File: src/rtl/mips_cpu_bus_arbiter_if.sv
// mips_cpu_bus_arbiter_if: requester ports (fetch, data) plus the shared Avalon-style memory bus.
// master = arbiter view, slave = requesters/memory view.
interface mips_cpu_bus_arbiter_if #(
    parameter int ADDR_W = 32,
    parameter int DATA_W = 32
);
    logic [ADDR_W-1:0]   i_address;
    logic                i_read;
    logic                i_waitrequest;
    logic [DATA_W-1:0]   i_readdata;
    logic [ADDR_W-1:0]   d_address;
    logic                d_read;
    logic                d_write;
    logic [DATA_W-1:0]   d_writedata;
    logic [DATA_W/8-1:0] d_byteenable;
    logic                d_waitrequest;
    logic [DATA_W-1:0]   d_readdata;
    logic [ADDR_W-1:0]   address;
    logic                read;
    logic                write;
    logic [DATA_W-1:0]   writedata;
    logic [DATA_W/8-1:0] byteenable;
    logic                waitrequest;
    logic [DATA_W-1:0]   readdata;

    modport master (
        input  i_address, i_read, d_address, d_read, d_write, d_writedata, d_byteenable,
               waitrequest, readdata,
        output i_waitrequest, i_readdata, d_waitrequest, d_readdata,
               address, read, write, writedata, byteenable
    );

    modport slave (
        output i_address, i_read, d_address, d_read, d_write, d_writedata, d_byteenable,
               waitrequest, readdata,
        input  i_waitrequest, i_readdata, d_waitrequest, d_readdata,
               address, read, write, writedata, byteenable
    );
endinterface

File: src/rtl/mips_cpu_bus_arbiter.sv
// mips_cpu_bus_arbiter: serialises fetch and data requests onto one registered memory bus.
// Define MIPS_ARB_ROUND_ROBIN_EN for round-robin arbitration; default is fixed priority D > I.
module mips_cpu_bus_arbiter #(
    parameter int ADDR_W = 32,
    parameter int DATA_W = 32
) (
    input  logic                     clk,
    input  logic                     reset,
    mips_cpu_bus_arbiter_if.master   bus
);
    localparam int BE_W = DATA_W / 8;
`ifdef MIPS_ARB_ROUND_ROBIN_EN
    localparam bit RR = 1'b1;
`else
    localparam bit RR = 1'b0;
`endif

    typedef enum logic [1:0] {IDLE, BUSY, DONE} state_t;

    state_t            r_state, w_next;
    logic              r_owner, r_last;
    logic [ADDR_W-1:0] r_address;
    logic              r_read, r_write;
    logic [DATA_W-1:0] r_writedata, r_i_readdata, r_d_readdata;
    logic [BE_W-1:0]   r_byteenable;
    logic              w_i_act, w_d_act, w_grant_d;

    // owner / last_grant encoding: 1 = data port, 0 = fetch port
    always_comb begin
        w_i_act   = bus.i_read;
        w_d_act   = bus.d_read | bus.d_write;
        w_grant_d = w_d_act && !(RR && w_i_act && r_last);
        w_next    = (r_state == IDLE) ? ((w_i_act | w_d_act) ? BUSY : IDLE) :
                    (r_state == BUSY) ? (bus.waitrequest ? BUSY : DONE) : IDLE;
    end

    always_ff @(posedge clk) begin
        if (!reset) begin
            r_state      <= IDLE;
            r_owner      <= 1'b0;
            r_last       <= 1'b0;
            r_address    <= '0;
            r_read       <= 1'b0;
            r_write      <= 1'b0;
            r_writedata  <= '0;
            r_byteenable <= '0;
            r_i_readdata <= '0;
            r_d_readdata <= '0;
        end else begin
            r_state <= w_next;
            if (r_state == IDLE && (w_i_act | w_d_act)) begin
                r_owner      <= w_grant_d;
                r_address    <= w_grant_d ? bus.d_address : bus.i_address;
                r_read       <= !w_grant_d || !bus.d_write;
                r_write      <= w_grant_d && bus.d_write;
                r_writedata  <= w_grant_d ? bus.d_writedata : '0;
                r_byteenable <= w_grant_d ? bus.d_byteenable : '1;
            end
            if (r_state == BUSY && !bus.waitrequest) begin
                r_read  <= 1'b0;
                r_write <= 1'b0;
                r_last  <= r_owner;
                if (r_owner)
                    r_d_readdata <= r_write ? '0 : bus.readdata;
                else
                    r_i_readdata <= bus.readdata;
            end
        end
    end

    assign bus.address       = r_address;
    assign bus.read          = r_read;
    assign bus.write         = r_write;
    assign bus.writedata     = r_writedata;
    assign bus.byteenable    = r_byteenable;
    assign bus.i_readdata    = r_i_readdata;
    assign bus.d_readdata    = r_d_readdata;
    assign bus.i_waitrequest = !(r_state == DONE && !r_owner);
    assign bus.d_waitrequest = !(r_state == DONE && r_owner);
endmodule
File: src/flat_wrapper.sv
// flat-port wrapper written by rule: the top's interface ports become plain ports
module mips_cpu_bus_arbiter_flat 
#(
    parameter int ADDR_W = 32,
    parameter int DATA_W = 32
)
  (clk, reset, bus_i_address, bus_i_read, bus_d_address, bus_d_read, bus_d_write, bus_d_writedata, bus_d_byteenable, bus_waitrequest, bus_readdata, bus_i_waitrequest, bus_i_readdata, bus_d_waitrequest, bus_d_readdata, bus_address, bus_read, bus_write, bus_writedata, bus_byteenable);
  mips_cpu_bus_arbiter_if #(.ADDR_W(ADDR_W), .DATA_W(DATA_W)) bus_i ();
  input  logic clk;
  input  logic reset;
  input wire logic [$bits(bus_i.i_address)-1:0] bus_i_address;
  input wire logic [$bits(bus_i.i_read)-1:0] bus_i_read;
  input wire logic [$bits(bus_i.d_address)-1:0] bus_d_address;
  input wire logic [$bits(bus_i.d_read)-1:0] bus_d_read;
  input wire logic [$bits(bus_i.d_write)-1:0] bus_d_write;
  input wire logic [$bits(bus_i.d_writedata)-1:0] bus_d_writedata;
  input wire logic [$bits(bus_i.d_byteenable)-1:0] bus_d_byteenable;
  input wire logic [$bits(bus_i.waitrequest)-1:0] bus_waitrequest;
  input wire logic [$bits(bus_i.readdata)-1:0] bus_readdata;
  output wire logic [$bits(bus_i.i_waitrequest)-1:0] bus_i_waitrequest;
  output wire logic [$bits(bus_i.i_readdata)-1:0] bus_i_readdata;
  output wire logic [$bits(bus_i.d_waitrequest)-1:0] bus_d_waitrequest;
  output wire logic [$bits(bus_i.d_readdata)-1:0] bus_d_readdata;
  output wire logic [$bits(bus_i.address)-1:0] bus_address;
  output wire logic [$bits(bus_i.read)-1:0] bus_read;
  output wire logic [$bits(bus_i.write)-1:0] bus_write;
  output wire logic [$bits(bus_i.writedata)-1:0] bus_writedata;
  output wire logic [$bits(bus_i.byteenable)-1:0] bus_byteenable;
  assign bus_i.i_address = bus_i_address;
  assign bus_i.i_read = bus_i_read;
  assign bus_i.d_address = bus_d_address;
  assign bus_i.d_read = bus_d_read;
  assign bus_i.d_write = bus_d_write;
  assign bus_i.d_writedata = bus_d_writedata;
  assign bus_i.d_byteenable = bus_d_byteenable;
  assign bus_i.waitrequest = bus_waitrequest;
  assign bus_i.readdata = bus_readdata;
  assign bus_i_waitrequest = bus_i.i_waitrequest;
  assign bus_i_readdata = bus_i.i_readdata;
  assign bus_d_waitrequest = bus_i.d_waitrequest;
  assign bus_d_readdata = bus_i.d_readdata;
  assign bus_address = bus_i.address;
  assign bus_read = bus_i.read;
  assign bus_write = bus_i.write;
  assign bus_writedata = bus_i.writedata;
  assign bus_byteenable = bus_i.byteenable;
  mips_cpu_bus_arbiter #(.ADDR_W(ADDR_W), .DATA_W(DATA_W)) u_core (.clk(clk), .reset(reset), .bus(bus_i));
endmodule
File: config.mk
export PLATFORM = sky130hd
export DESIGN_NAME = mips_cpu_bus_arbiter_flat
export DESIGN_NICKNAME = d
export VERILOG_FILES = /design/src/rtl/mips_cpu_bus_arbiter_if.sv /design/src/rtl/mips_cpu_bus_arbiter.sv /design/src/flat_wrapper.sv
export SDC_FILE = /design/constraint.sdc
export NUM_CORES = 1
export LEC_CHECK = 0
export ABC_AREA = 1
export ABC_CLOCK_PERIOD_IN_PS = 2750
export CORE_UTILIZATION = 30
export DETAILED_ROUTE_END_ITERATION = 8
export GPL_ROUTABILITY_DRIVEN = 0
export HOLD_SLACK_MARGIN = 0.05
export SYNTH_ARGS = -nofsm -noshare
export SYNTH_HDL_FRONTEND = slang
export SYNTH_SLANG_ARGS = --single-unit
File: constraint.sdc
create_clock -name clk -period 2.75 [get_ports clk]
set_input_delay 0.4125 -clock clk [delete_from_list [all_inputs] [get_ports clk]]
set_output_delay 0.4125 -clock clk [all_outputs]
set_load 0.05 [all_outputs]
# --- Word level (Yosys, flattened, before mapping) ---
# Cells that the tools add are included.
op_classes:
  n_eq_ne: 2
  n_reduce_logical: 16
  bitwise_logic: 4
  muxes: 8
ops:
  columns: ["cell", "n"]
  rows:
  - ["$mux 32", 3]
  - ["$logic_not 1->1", 6]
  - ["$mux 2", 3]
  - ["$logic_and 1x1->1", 5]
  - ["$mux 4", 1]
  - ["$reduce_and 2->1", 2]
  - ["$eq 2x1->1 const B", 1]
  - ["$eq 2x2->1 const B", 1]
  - ["$logic_not 2->1", 1]
  - ["$not 1->1", 2]
  - ["$or 1x1->1", 2]
  - ["$reduce_or 2->1", 1]
  - ["$logic_or 1x1->1", 1]
  - ["$mux 1", 1]
totals:
  reg_bits: 137
  out_inout_bits: 136
  word_cells: 39

# --- Longest topological paths before layout ---
# Gate-level depths: netlist of run 1.
logic_depth:
  word_depth: 4
  mapped_depth: 8

# --- Worst setup path after synthesis of run 1 ---
# Ideal clock, no wire load.
synth_path:
  path_kind: "register to output"
  from: "register u_core.r_owner"
  to: "output bus_i_waitrequest"
  n_path_buf: 2
  arrival_time_ns: 1.259
  path_stages_with_launch: 5
  setup_slack_ns: 1.079
  cell_sequence: "dfxtp_1 > buf_2 > clkinv_1 > clkbuf_1 > nand3_1"
synth_via:
  elab_chain_cells: 3
synth_lines:
  columns: ["element", "line_no", "text"]
  rows:
  - ["start, declared", "mips_cpu_bus_arbiter.sv:21", "logic r_owner, r_last;"]
  - ["start signal, assigned", "mips_cpu_bus_arbiter.sv:52", "r_owner <= w_grant_d;"]
  - ["$logic_not 1->1", "mips_cpu_bus_arbiter.sv:78", "assign bus.i_waitrequest = !(r_state == DONE && !r_owner);"]
  - ["$logic_and 1x1->1", "mips_cpu_bus_arbiter.sv:78", null]
  - ["$logic_not 1->1", "mips_cpu_bus_arbiter.sv:78", null]
  - ["end, declared", "flat_wrapper.sv:20", "output wire logic [$bits(bus_i.i_waitrequest)-1:0] bus_i_waitrequest;"]
# Every way passes these cells.

# --- Worst setup path after layout of run 1 ---
layout_path:
  from: "register u_core.r_owner"
  to: "output bus_d_waitrequest"
layout_via:
  elab_chain_cells: 2
layout_lines:
  columns: ["element", "line_no", "text"]
  rows:
  - ["$logic_and 1x1->1", "mips_cpu_bus_arbiter.sv:79", "assign bus.d_waitrequest = !(r_state == DONE && r_owner);"]
  - ["$logic_not 1->1", "mips_cpu_bus_arbiter.sv:79", null]
  - ["end, declared", "flat_wrapper.sv:22", "output wire logic [$bits(bus_i.d_waitrequest)-1:0] bus_d_waitrequest;"]
# Every way passes these cells.

==> impl_metrics.sql, run 1 <==
INSERT INTO impl_metrics (metric_group, metric, value, unit) VALUES
('run_status', 'status', 'finished clean', ''),
('route', 'route.detailed.wl_per_inst', '13.0', 'µm'),
('cts', 'root_buffer_cell', 'clkbuf_16', ''),
('route', 'vias', '6362', ''),
('route', 'route.detailed.drc', '0', ''),
('sta', 'final.setup.tns', '0', 'ns'),
('cells_and_area', 'final_core_util', '48.8', '%'),
('worst_setup_path', 'worst_path_largest_cell_delay', '0.85', 'ns'),
('worst_setup_path', 'timing.critical_path.required', '2.34', 'ns'),
('synthesis', 'synthesis.area', '6070', 'µm²'),
('power', 'worst_ir_drop_vdd', '0.432', 'mV'),
('cts', 'cts_stage_hold_buffer_count', '0', ''),
('cells_and_area', 'diodes', '0', ''),
('power', 'power.density_cell_area', '645', 'nW/µm²'),
('synthesis', 'mean_area_per_synthesized_cell', '6.39', 'µm²'),
('global_route', 'wire_length_of_the_first_global_routing_pass', '30100', 'µm'),
('sta', 'holdWs', '0.392', 'ns'),
('floorplan', 'core_area', '19700', 'µm²'),
('cells_and_area', 'area_growth_syn_to_layout', '57.9', '%'),
('worst_setup_path', 'critical_path_arrival', '1.81', 'ns'),
('cts', 'cts_max_path_buffers', '2', ''),
('worst_setup_path', 'critPathSlowestCell', 'clkdlybuf4s50_1', ''),
('worst_setup_path', 'category_of_the_critical_setup_timing_path', 'register to output pin', ''),
('sta', 'part_of_the_cycle_the_worst_path_needs', '80.8', '%'),
('worst_setup_path', 'critical_path_peak_fanout', '9', ''),
('synthesis', 'synth.lib_cells_used.distinct', '17', ''),
('global_route', 'grt_start_max_net_pins', '76', ''),
('sta', 'unrepaired_setup_endpoints_after_global_routing', 'false', ''),
('cells_and_area', 'postLayoutCellArea', '9580', 'µm²'),
('placed_design', 'placedCellCount', '1442', ''),
('cts', 'clk_transition_reported_paths', '0.06', 'ns'),
('synthesis', 'post_syn_instances', '949', ''),
('cts', 'clk_latency', '0.42', 'ns'),
('synthesis', 'synth_nets', '1087', ''),
('route', 'vias_per_std_cell', '4.32', ''),
('cts', 'postCtsSetupBuffers', '0', ''),
('sta', 'timing.final.setup_violations', '0', ''),
('cts', 'cts_sinks', '137', ''),
('cts', 'cts_htree_levels', '4', ''),
('cells_and_area', 'fillCellCount', '2050', ''),
('route', 'drt-total-wl', '19100', 'µm'),
('power', 'total_leakage_power', '4.39', 'nW'),
('global_route', 'global_route.overflow_total', '0', ''),
('worst_setup_path', 'worst_setup_start_kind', 'register', ''),
('worst_hold_path', 'holdCritPathClass', 'primary input to register', ''),
('cells_and_area', 'combined_area_of_the_multi_input_logic_cells', '2650', 'µm²'),
('global_route', 'global_route.usage.total', '18.7', '%'),
('worst_setup_path', 'category_of_the_worst_setup_path_capture_point', 'output pin', ''),
('synthesis', 'ys_seq_area_share', '45.2', '%'),
('worst_setup_path', 'critical_path.top_delay_family', 'buffers and inverters', ''),
('cells_and_area', 'final_cells', '1474', ''),
('placed_design', 'placed_wire_length_estimate_after_detailed_placement', '13000', 'µm'),
('sta', 'post_route_clock_skew', '0.0119', 'ns'),
('global_route', 'antenna_found_initial', '0', ''),
('cts', 'post_cts.resized_instances', '0', ''),
('placed_design', 'io_buffer_count', '273', ''),
('floorplan', 'start_util', '30.9', '%'),
('cells_and_area', 'design.final.nets', '1334', ''),
('synthesis', 'ys.warnings.count', '0', ''),
('synthesis', 'postSynthRegisterBits', '137', ''),
('cells_and_area', 'final_layout_size_suffix_gt1_share', '5.05', '%'),
('sta', 'endpoints_failing_hold', '0', ''),
('route', 'drt_first_iter_violations', '290', ''),
('placed_design', 'placedInstanceArea', '9010', 'µm²'),
('cts', 'cts_tree', 'done', ''),
('floorplan', 'rows', '51', ''),
('worst_setup_path', 'cp.buffers_inverters', '2', ''),
('floorplan', 'io_pins', '274', ''),
('sta', 'timing.fmax', '0.450', 'GHz'),
('worst_setup_path', 'crit_chain', 'buf_4 > nand3_1 > clkdlybuf4s50_1', ''),
('cts', 'cts_buffers', '17', ''),
('flow_run', 'cap_viol_max_count', '0', ''),
('sta', 'timing_max_transition_violations_final', '0', ''),
('floorplan', 'floorplan.die.height', '144', 'µm'),
('floorplan', 'die_width', '144', 'µm'),
('cells_and_area', 'register_area', '2740', 'µm²'),
('global_route', 'first_global_vias', '5948', ''),
('sta', 'slew_headroom', '62.1', '%'),
('route', 'drt.antenna.violating_nets', '0', ''),
('floorplan', 'fp.dieArea', '20800', 'µm²'),
('sta', 'worstMarginPinSlew', '0.567', 'ns'),
('route', 'drt-pass1-iter-count', '4', ''),
('sta', 'final_period_minus_worst_setup_slack', '2.22', 'ns');
## flip-flops by register name (all words and copies together), names as in the netlist
register / cells
u_core.bus.address: 32
u_core.bus.d_readdata: 32
u_core.bus.i_readdata: 32
u_core.bus.writedata: 32
u_core.bus.byteenable: 4
u_core.r_state: 2
u_core.bus.read: 1
u_core.bus.write: 1
u_core.r_owner: 1
## where the power goes
part	switching [W]	internal, W	total, W
registers	0.0000852	0.00215	0.00223
logic	0.00109	0.000626	0.00172
clock network	0.000945	0.00129	0.00224
## worst min-delay path, stage by stage
cell     delay (ns)
buf_4          0.21
nand2_1        0.10
nor2_1         0.03
## logic make-up (layout without fill, tap and decap cells)
kind of cell	Yosys count	in the layout	share of synthesized area (%)
simple gates	610	610	40.2
compound gates	39	39	3.22
flops	137	137	45.2
buf+inv	163	423	11.4
## stage by stage
stage	setup slack [ns]	power [W]
after floorplan	1.08	0.00334
after global placement	0.800	0.00399
after detailed placement	0.754	0.00400
after CTS	0.475	0.00628
after global routing	0.433	0.00650
final	0.528	0.00618
## final timing paths
check	from	slack, ns	depth (start not counted)	to
setup / recovery	u_core.r_owner	0.53	3	bus_d_waitrequest
hold / removal	reset	0.39	3	u_core.bus.address[21]
setup reg to reg	u_core.r_state[1]	1.18	6	u_core.bus.write
hold reg to reg	u_core.bus.i_readdata[26]	0.48	2	u_core.bus.i_readdata[26]
## cells in the final DEF (no fill, tap or decap), types with 5 or more instances in the layout
| cell | netlist | final |
|---|---|---|
| nand4_1 | 36 | 36 |
| nand2_1 | 298 | 297 |
| clkbuf_16 | 0 | 17 |
| clkdlybuf4s50_1 | 0 | 270 |
| nor2_1 | 234 | 232 |
| inv_6 | 0 | 6 |
| buf_12 | 0 | 5 |
| inv_1 | 98 | 98 |
| a21oi_1 | 35 | 35 |
| nand3_1 | 38 | 37 |
| buf_4 | 10 | 14 |
| nor2_2 | 3 | 5 |
| dfxtp_1 | 137 | 137 |
## layout make-up
type / instances / area share [%]
sequential: 137 / 28.6
inverter: 102 / 3.99
tap: 265 / 3.46
multi-input combinational: 649 / 27.6
clock buffer: 18 / 4.58
clock inverter: 14 / 1.41
timing repair buffer: 289 / 30.3
## cells in the mapped netlist
cell type	n	area, µm²
a21oi_1	35	175
buf_4	10	75.1
inv_1	98	368
o21ai_0	4	20.0
buf_1	3	11.3
nand3_1	38	190
nand2_1	298	1120
buf_2	29	145
nand2_2	1	6.26
clkbuf_1	18	67.6
buf_6	1	11.3
clkinv_1	2	7.51
inv_2	2	7.51
nand4_1	36	225
nor2_1	234	878
dfxtp_1	137	2740
nor2_2	3	18.8
## per-layer routing
layer  global-route usage [%]  vias up  wire [µm]
li1                         -     3356          -
met1                     22.9     2786       8630
met2                     29.6      193       8500
met3                     6.56       27       1610
met4                     7.59        0        387
met5                        0        -          0
Note: power is estimated with default switching activity, not from simulation.
==> inputs of run 2 (changes only) <==
ABC_CLOCK_PERIOD_IN_PS = 1900   (was 2750)
clock period = 1.9 ns   (was 2.75 ns; I/O delays follow)
==> run 2 against run 1 <==
Against the previous run:
- count of clock-buffer cells in the layout decreased by 1
- critical path depth shrank 2
- sequential power increased by 44%
- non-clock buffer count rose by 7
- via count is 1.0% higher
- die area unchanged
- power increased by 48%
- worst hold slack lost 0.16 ns
- critical path type unchanged
==> impl_metrics.sql, run 2 (synthesis results as in run 1) <==
INSERT INTO impl_metrics (metric_group, metric, value, unit) VALUES
('cells_and_area', 'fillCellCount', '2022', ''),
('sta', 'timing_max_transition_violations_final', '0', ''),
('sta', 'timing.final.setup_violations', '0', ''),
('worst_setup_path', 'timing.critical_path.required', '1.62', 'ns'),
('cts', 'clk_latency', '0.43', 'ns'),
('floorplan', 'floorplan.die.height', '144', 'µm'),
('placed_design', 'place_ws', '0.215', 'ns'),
('cells_and_area', 'diodes', '0', ''),
('floorplan', 'io_pins', '274', ''),
('worst_setup_path', 'critical_path_peak_fanout', '2', ''),
('floorplan', 'core_area', '19700', 'µm²'),
('worst_setup_path', 'worst_setup_start_kind', 'register', ''),
('cts', 'cts_buffers', '17', ''),
('floorplan', 'rows', '51', ''),
('route', 'drt-total-wl', '19400', 'µm'),
('worst_setup_path', 'crit_chain', 'clkdlybuf4s50_1', ''),
('floorplan', 'die_width', '144', 'µm'),
('placed_design', 'io_buffer_count', '273', ''),
('power', 'worst_ir_drop_vdd', '0.605', 'mV'),
('sta', 'unrepaired_setup_endpoints_after_global_routing', 'false', ''),
('cells_and_area', 'register_area', '2740', 'µm²'),
('worst_setup_path', 'category_of_the_worst_setup_path_capture_point', 'output pin', ''),
('global_route', 'grt_start_max_net_pins', '84', ''),
('power', 'power.switching', '0.00312', 'W'),
('route', 'vias', '6427', ''),
('sta', 'timing.fmax', '0.537', 'GHz'),
('run_status', 'status', 'finished clean', ''),
('power', 'power.share.clock', '37.0', '%'),
('worst_hold_path', 'holdCritPathClass', 'primary input to register', ''),
('power', 'seqPwrFrac', '35.3', '%'),
('power', 'internal_power', '0.00600', 'W'),
('route', 'vias_per_std_cell', '4.34', ''),
('sta', 'timing.final.ws_setup', '0.0381', 'ns'),
('worst_setup_path', 'cp.buffers_inverters', '1', ''),
('route', 'drt_first_iter_violations', '258', ''),
('power', 'switching_share', '34.2', '%'),
('global_route', 'global_route.usage.total', '18.6', '%'),
('sta', 'endpoints_failing_hold', '0', ''),
('global_route', 'antenna_found_initial', '0', ''),
('cts', 'root_buffer_cell', 'clkbuf_16', ''),
('route', 'drt-pass1-iter-count', '4', ''),
('cts', 'cts_max_path_buffers', '2', ''),
('floorplan', 'start_util', '30.9', '%'),
('cts', 'cts_sinks', '137', ''),
('cells_and_area', 'combined_area_of_the_multi_input_logic_cells', '2650', 'µm²'),
('power', 'power.density_cell_area', '926', 'nW/µm²'),
('flow_run', 'cap_viol_max_count', '0', ''),
('cells_and_area', 'design.final.nets', '1341', ''),
('cts', 'cts_htree_levels', '4', ''),
('sta', 'final.setup.tns', '0', 'ns'),
('power', 'totalPowerFinal', '0.00912', 'W'),
('worst_setup_path', 'critical_path_arrival', '1.58', 'ns'),
('worst_setup_path', 'worst_path_largest_cell_delay', '0.83', 'ns'),
('cells_and_area', 'final_cell_mix', 'nand2_1, nor2_1, clkdlybuf4s50_1, dfxtp_1, inv_1', ''),
('cts', 'postCtsSetupBuffers', '0', ''),
('worst_setup_path', 'category_of_the_critical_setup_timing_path', 'register to output pin', ''),
('power', 'power.share.combinational', '27.7', '%'),
('global_route', 'first_global_vias', '5892', ''),
('global_route', 'global_route.overflow_total', '0', ''),
('sta', 'final_period_minus_worst_setup_slack', '1.86', 'ns'),
('worst_setup_path', 'critical_path.top_delay_family', 'buffers and inverters', ''),
('route', 'drt.antenna.violating_nets', '0', ''),
('sta', 'post_route_clock_skew', '0.00920', 'ns'),
('cells_and_area', 'mostFrequentLayoutCell', 'nand2_1', ''),
('cells_and_area', 'final_layout_size_suffix_gt1_share', '6.26', '%'),
('cells_and_area', 'final_core_util', '50.1', '%'),
('cts', 'cts_tree', 'done', ''),
('floorplan', 'fp.dieArea', '20800', 'µm²'),
('global_route', 'wire_length_of_the_first_global_routing_pass', '30000', 'µm'),
('worst_setup_path', 'critPathSlowestCell', 'clkdlybuf4s50_1', ''),
('placed_design', 'placed_wire_length_estimate_after_detailed_placement', '13300', 'µm'),
('cts', 'clk_transition_reported_paths', '0.07', 'ns'),
('sta', 'worstMarginPinSlew', '0.565', 'ns'),
('route', 'route.detailed.wl_per_inst', '13.1', 'µm'),
('power', 'total_leakage_power', '5.49', 'nW'),
('sta', 'part_of_the_cycle_the_worst_path_needs', '98.0', '%'),
('sta', 'slew_headroom', '62.3', '%'),
('route', 'route.detailed.drc', '0', ''),
('cells_and_area', 'area_growth_syn_to_layout', '62.4', '%');
## run 2: area by class of cell
type                            count  share of cell area [%]
Tap cell                          265                    3.37
Clock inverter                     14                    1.66
Multi-Input combinational cell    649                    26.8
Inverter                          102                    3.89
Clock buffer                       17                    4.32
Timing Repair Buffer              296                    32.1
Sequential cell                   137                    27.8
## run 2: per-stage QoR
step	instances	hold slack, ns	area (µm²)
finish	1480	0.231	9850
detailed placement	1449	0.472	9110
global placement	1449	0.462	9110
floorplan	949	0.432	6070
CTS	1480	0.221	9700
global route	1480	0.229	9850
## run 2: routing by layer
layer  wire, µm  global-route usage (%)  share of wire, %
met1       8630                    22.5                45
met2       8750                    30.2                45
met3       1560                    6.06               8.1
met4        421                    8.03               2.2
met5          0                       0                 0
## run 2: power by group through the flow
| stage | Combinational (W) | Clock [W] | Sequential (W) |
|---|---|---|---|
| finish | 0.00253 | 0.00337 | 0.00322 |
| global route | 0.00273 | 0.00358 | 0.00325 |
| CTS | 0.00256 | 0.00346 | 0.00323 |
| detailed placement | 0.00256 | 0 | 0.00329 |
| global placement | 0.00255 | 0 | 0.00328 |
| floorplan | 0.000782 | 0 | 0.00406 |
## run 2: final timing paths
| path | from | endpoint | slack [ns] | cells past startpoint |
|---|---|---|---|---|
| setup / recovery | u_core.bus.address[1] | bus_address[1] | 0.04 | 1 |
| hold / removal | reset | u_core.bus.address[22] | 0.23 | 3 |
| setup reg to reg | u_core.r_state[1] | u_core.bus.byteenable[1] | 0.52 | 6 |
| hold reg to reg | u_core.bus.writedata[9] | u_core.bus.writedata[9] | 0.48 | 2 |
## run 2: what timing repair did
item / CTS / global route
resized for setup: 6 / 62
setup endpoints to repair: 6 / 62
hold buffers: 0 / 0
==> inputs of run 3 (changes only) <==
GPL_TIMING_DRIVEN = 0   (was unset)
==> run 3 against run 2 <==
Against the previous run:
- non-clock buffer count is 38 higher
- maximum frequency is 0.32% lower
- highest routed layer unchanged
- via count is 1.3% higher
- count of clock-buffer cells in the layout rose by 2
==> impl_metrics.sql, run 3 (synthesis results as in run 1) <==
INSERT INTO impl_metrics (metric_group, metric, value, unit) VALUES
('worst_setup_path', 'cp.buffers_inverters', '1', ''),
('cts', 'cts_tree', 'done', ''),
('floorplan', 'start_util', '30.9', '%'),
('route', 'drt.antenna.violating_nets', '0', ''),
('worst_setup_path', 'critical_path_arrival', '1.58', 'ns'),
('sta', 'holdWs', '0.415', 'ns'),
('worst_setup_path', 'timing.critical_path.required', '1.62', 'ns'),
('global_route', 'grt_start_max_net_pins', '17', ''),
('power', 'total_leakage_power', '5.50', 'nW'),
('sta', 'slew_headroom', '60.4', '%'),
('worst_setup_path', 'worst_setup_start_kind', 'register', ''),
('sta', 'final_period_minus_worst_setup_slack', '1.87', 'ns'),
('cells_and_area', 'fillCellCount', '2078', ''),
('cts', 'postCtsSetupBuffers', '0', ''),
('power', 'power.density_cell_area', '927', 'nW/µm²'),
('placed_design', 'placedCellCount', '1487', ''),
('sta', 'endpoints_failing_hold', '0', ''),
('worst_setup_path', 'critical_path.top_delay_family', 'buffers and inverters', ''),
('cts', 'cts_buffers', '17', ''),
('floorplan', 'rows', '51', ''),
('route', 'drt-pass1-iter-count', '4', ''),
('sta', 'timing.fmax', '0.535', 'GHz'),
('flow_run', 'cap_viol_max_count', '0', ''),
('power', 'worst_ir_drop_vdd', '0.643', 'mV'),
('cells_and_area', 'final_layout_size_suffix_gt1_share', '6.38', '%'),
('floorplan', 'die_width', '144', 'µm'),
('placed_design', 'placedInstanceArea', '9130', 'µm²'),
('cts', 'root_buffer_cell', 'clkbuf_16', ''),
('route', 'drt_first_iter_violations', '360', ''),
('sta', 'timing_max_transition_violations_final', '0', ''),
('cts', 'cts_sinks', '137', ''),
('route', 'vias', '6510', ''),
('global_route', 'first_global_vias', '6079', ''),
('run_status', 'status', 'finished clean', ''),
('placed_design', 'placed_wire_length_estimate_after_detailed_placement', '15300', 'µm'),
('cts', 'clk_latency', '0.43', 'ns'),
('placed_design', 'place_ws', '-0.475', 'ns'),
('cells_and_area', 'postLayoutCellArea', '9890', 'µm²'),
('sta', 'timing.final.ws_setup', '0.0321', 'ns'),
('cells_and_area', 'mostFrequentLayoutCell', 'nand2_1', ''),
('cells_and_area', 'register_area', '2740', 'µm²'),
('global_route', 'global_route.usage.total', '20.0', '%'),
('worst_setup_path', 'crit_chain', 'clkdlybuf4s50_1', ''),
('sta', 'worstMarginPinSlew', '0.594', 'ns'),
('floorplan', 'fp.dieArea', '20800', 'µm²'),
('placed_design', 'io_buffer_count', '273', ''),
('worst_setup_path', 'category_of_the_critical_setup_timing_path', 'register to output pin', ''),
('cells_and_area', 'final_cell_mix', 'nand2_1, nor2_1, clkdlybuf4s50_1, dfxtp_1, inv_1', ''),
('route', 'drt-total-wl', '20400', 'µm'),
('floorplan', 'core_area', '19700', 'µm²'),
('sta', 'post_route_clock_skew', '0.0138', 'ns'),
('sta', 'part_of_the_cycle_the_worst_path_needs', '98.3', '%'),
('route', 'route.detailed.drc', '0', ''),
('route', 'route.detailed.wl_per_inst', '13.5', 'µm'),
('floorplan', 'io_pins', '274', ''),
('worst_setup_path', 'worst_path_largest_cell_delay', '0.81', 'ns'),
('global_route', 'global_route.overflow_total', '0', ''),
('worst_hold_path', 'holdCritPathClass', 'primary input to register', ''),
('cts', 'cts_htree_levels', '4', ''),
('sta', 'timing.final.setup_violations', '0', ''),
('cells_and_area', 'area_growth_syn_to_layout', '62.9', '%'),
('cells_and_area', 'final_cells', '1519', ''),
('cells_and_area', 'diodes', '0', ''),
('worst_setup_path', 'critPathSlowestCell', 'clkdlybuf4s50_1', ''),
('cts', 'clk_transition_reported_paths', '0.06', 'ns'),
('cts', 'cts_max_path_buffers', '2', ''),
('worst_setup_path', 'category_of_the_worst_setup_path_capture_point', 'output pin', ''),
('global_route', 'antenna_found_initial', '0', ''),
('global_route', 'wire_length_of_the_first_global_routing_pass', '31700', 'µm'),
('cells_and_area', 'combined_area_of_the_multi_input_logic_cells', '2630', 'µm²'),
('cells_and_area', 'design.final.nets', '1379', ''),
('floorplan', 'floorplan.die.height', '144', 'µm'),
('worst_setup_path', 'critical_path_peak_fanout', '2', ''),
('route', 'vias_per_std_cell', '4.29', '');
==> run 3: cell types whose count changed in the layout (fill, tap and decap cells not counted), moves of 5 or more <==
cell,before,now
buf_12,11,0
clkdlybuf4s50_1,193,201
clkbuf_1,0,18
buf_4,24,11
dlygate4sd2_1,6,11
buf_2,0,28
==> run 3: path summary, 6_finish.rpt <==
check                           startpoint  cells past startpoint                   endpoint  slack, ns
hold reg to reg   u_core.bus.writedata[18]                      2   u_core.bus.writedata[18]       0.47
hold / removal         bus_d_writedata[14]                      3   u_core.bus.writedata[14]       0.42
setup / recovery   u_core.bus.writedata[8]                      1           bus_writedata[8]       0.03
setup reg to reg         u_core.r_state[0]                      7  u_core.bus.i_readdata[21]       0.43
==> run 3: where the power goes <==
part           total, W  internal, W  switching [W]
clock           0.00343      0.00211        0.00132
sequential      0.00322      0.00311       0.000114
combinational   0.00252     0.000908        0.00161
total           0.00917      0.00613        0.00304
==> run 3: stage by stage <==
stage	power, W	util (%)	TNS (ns)
2_1_floorplan	0.00484	-	0
3_3_place_gp	0.00583	46.5	-9.71
3_5_place_dp	0.00583	46.5	-11.13
4_1_cts	0.00930	49.5	0
5_1_grt	0.00963	50.3	-0.00743
6_report	0.00917	50.3	0
==> run 3: final cells by class <==
type	instances	area share, %
repair buffers	273	29.0
flip-flops and latches	137	27.7
multi-input cells	649	26.6
clock buffers	19	4.48
inverters	102	3.89
well taps	265	3.35
plain buffers	61	3.20
clock inverters	13	1.70
==> run 3: repair_timing <==
item | in CTS | in global routing
hold buffers | 0 | 0
hold endpoints to repair | 0 | 0
gates resized for setup | 22 | 61
endpoints found under the setup margin | 13 | 61
==> run 3: layer usage <==
| metal | share of wire (%) | global-route usage [%] |
|---|---|---|
| met4 | 1.2 | 6.54 |
| met1 | 45 | 25.0 |
| met2 | 46 | 32.1 |
| met5 | 0 | 0 |
| met3 | 7.6 | 6.82 |
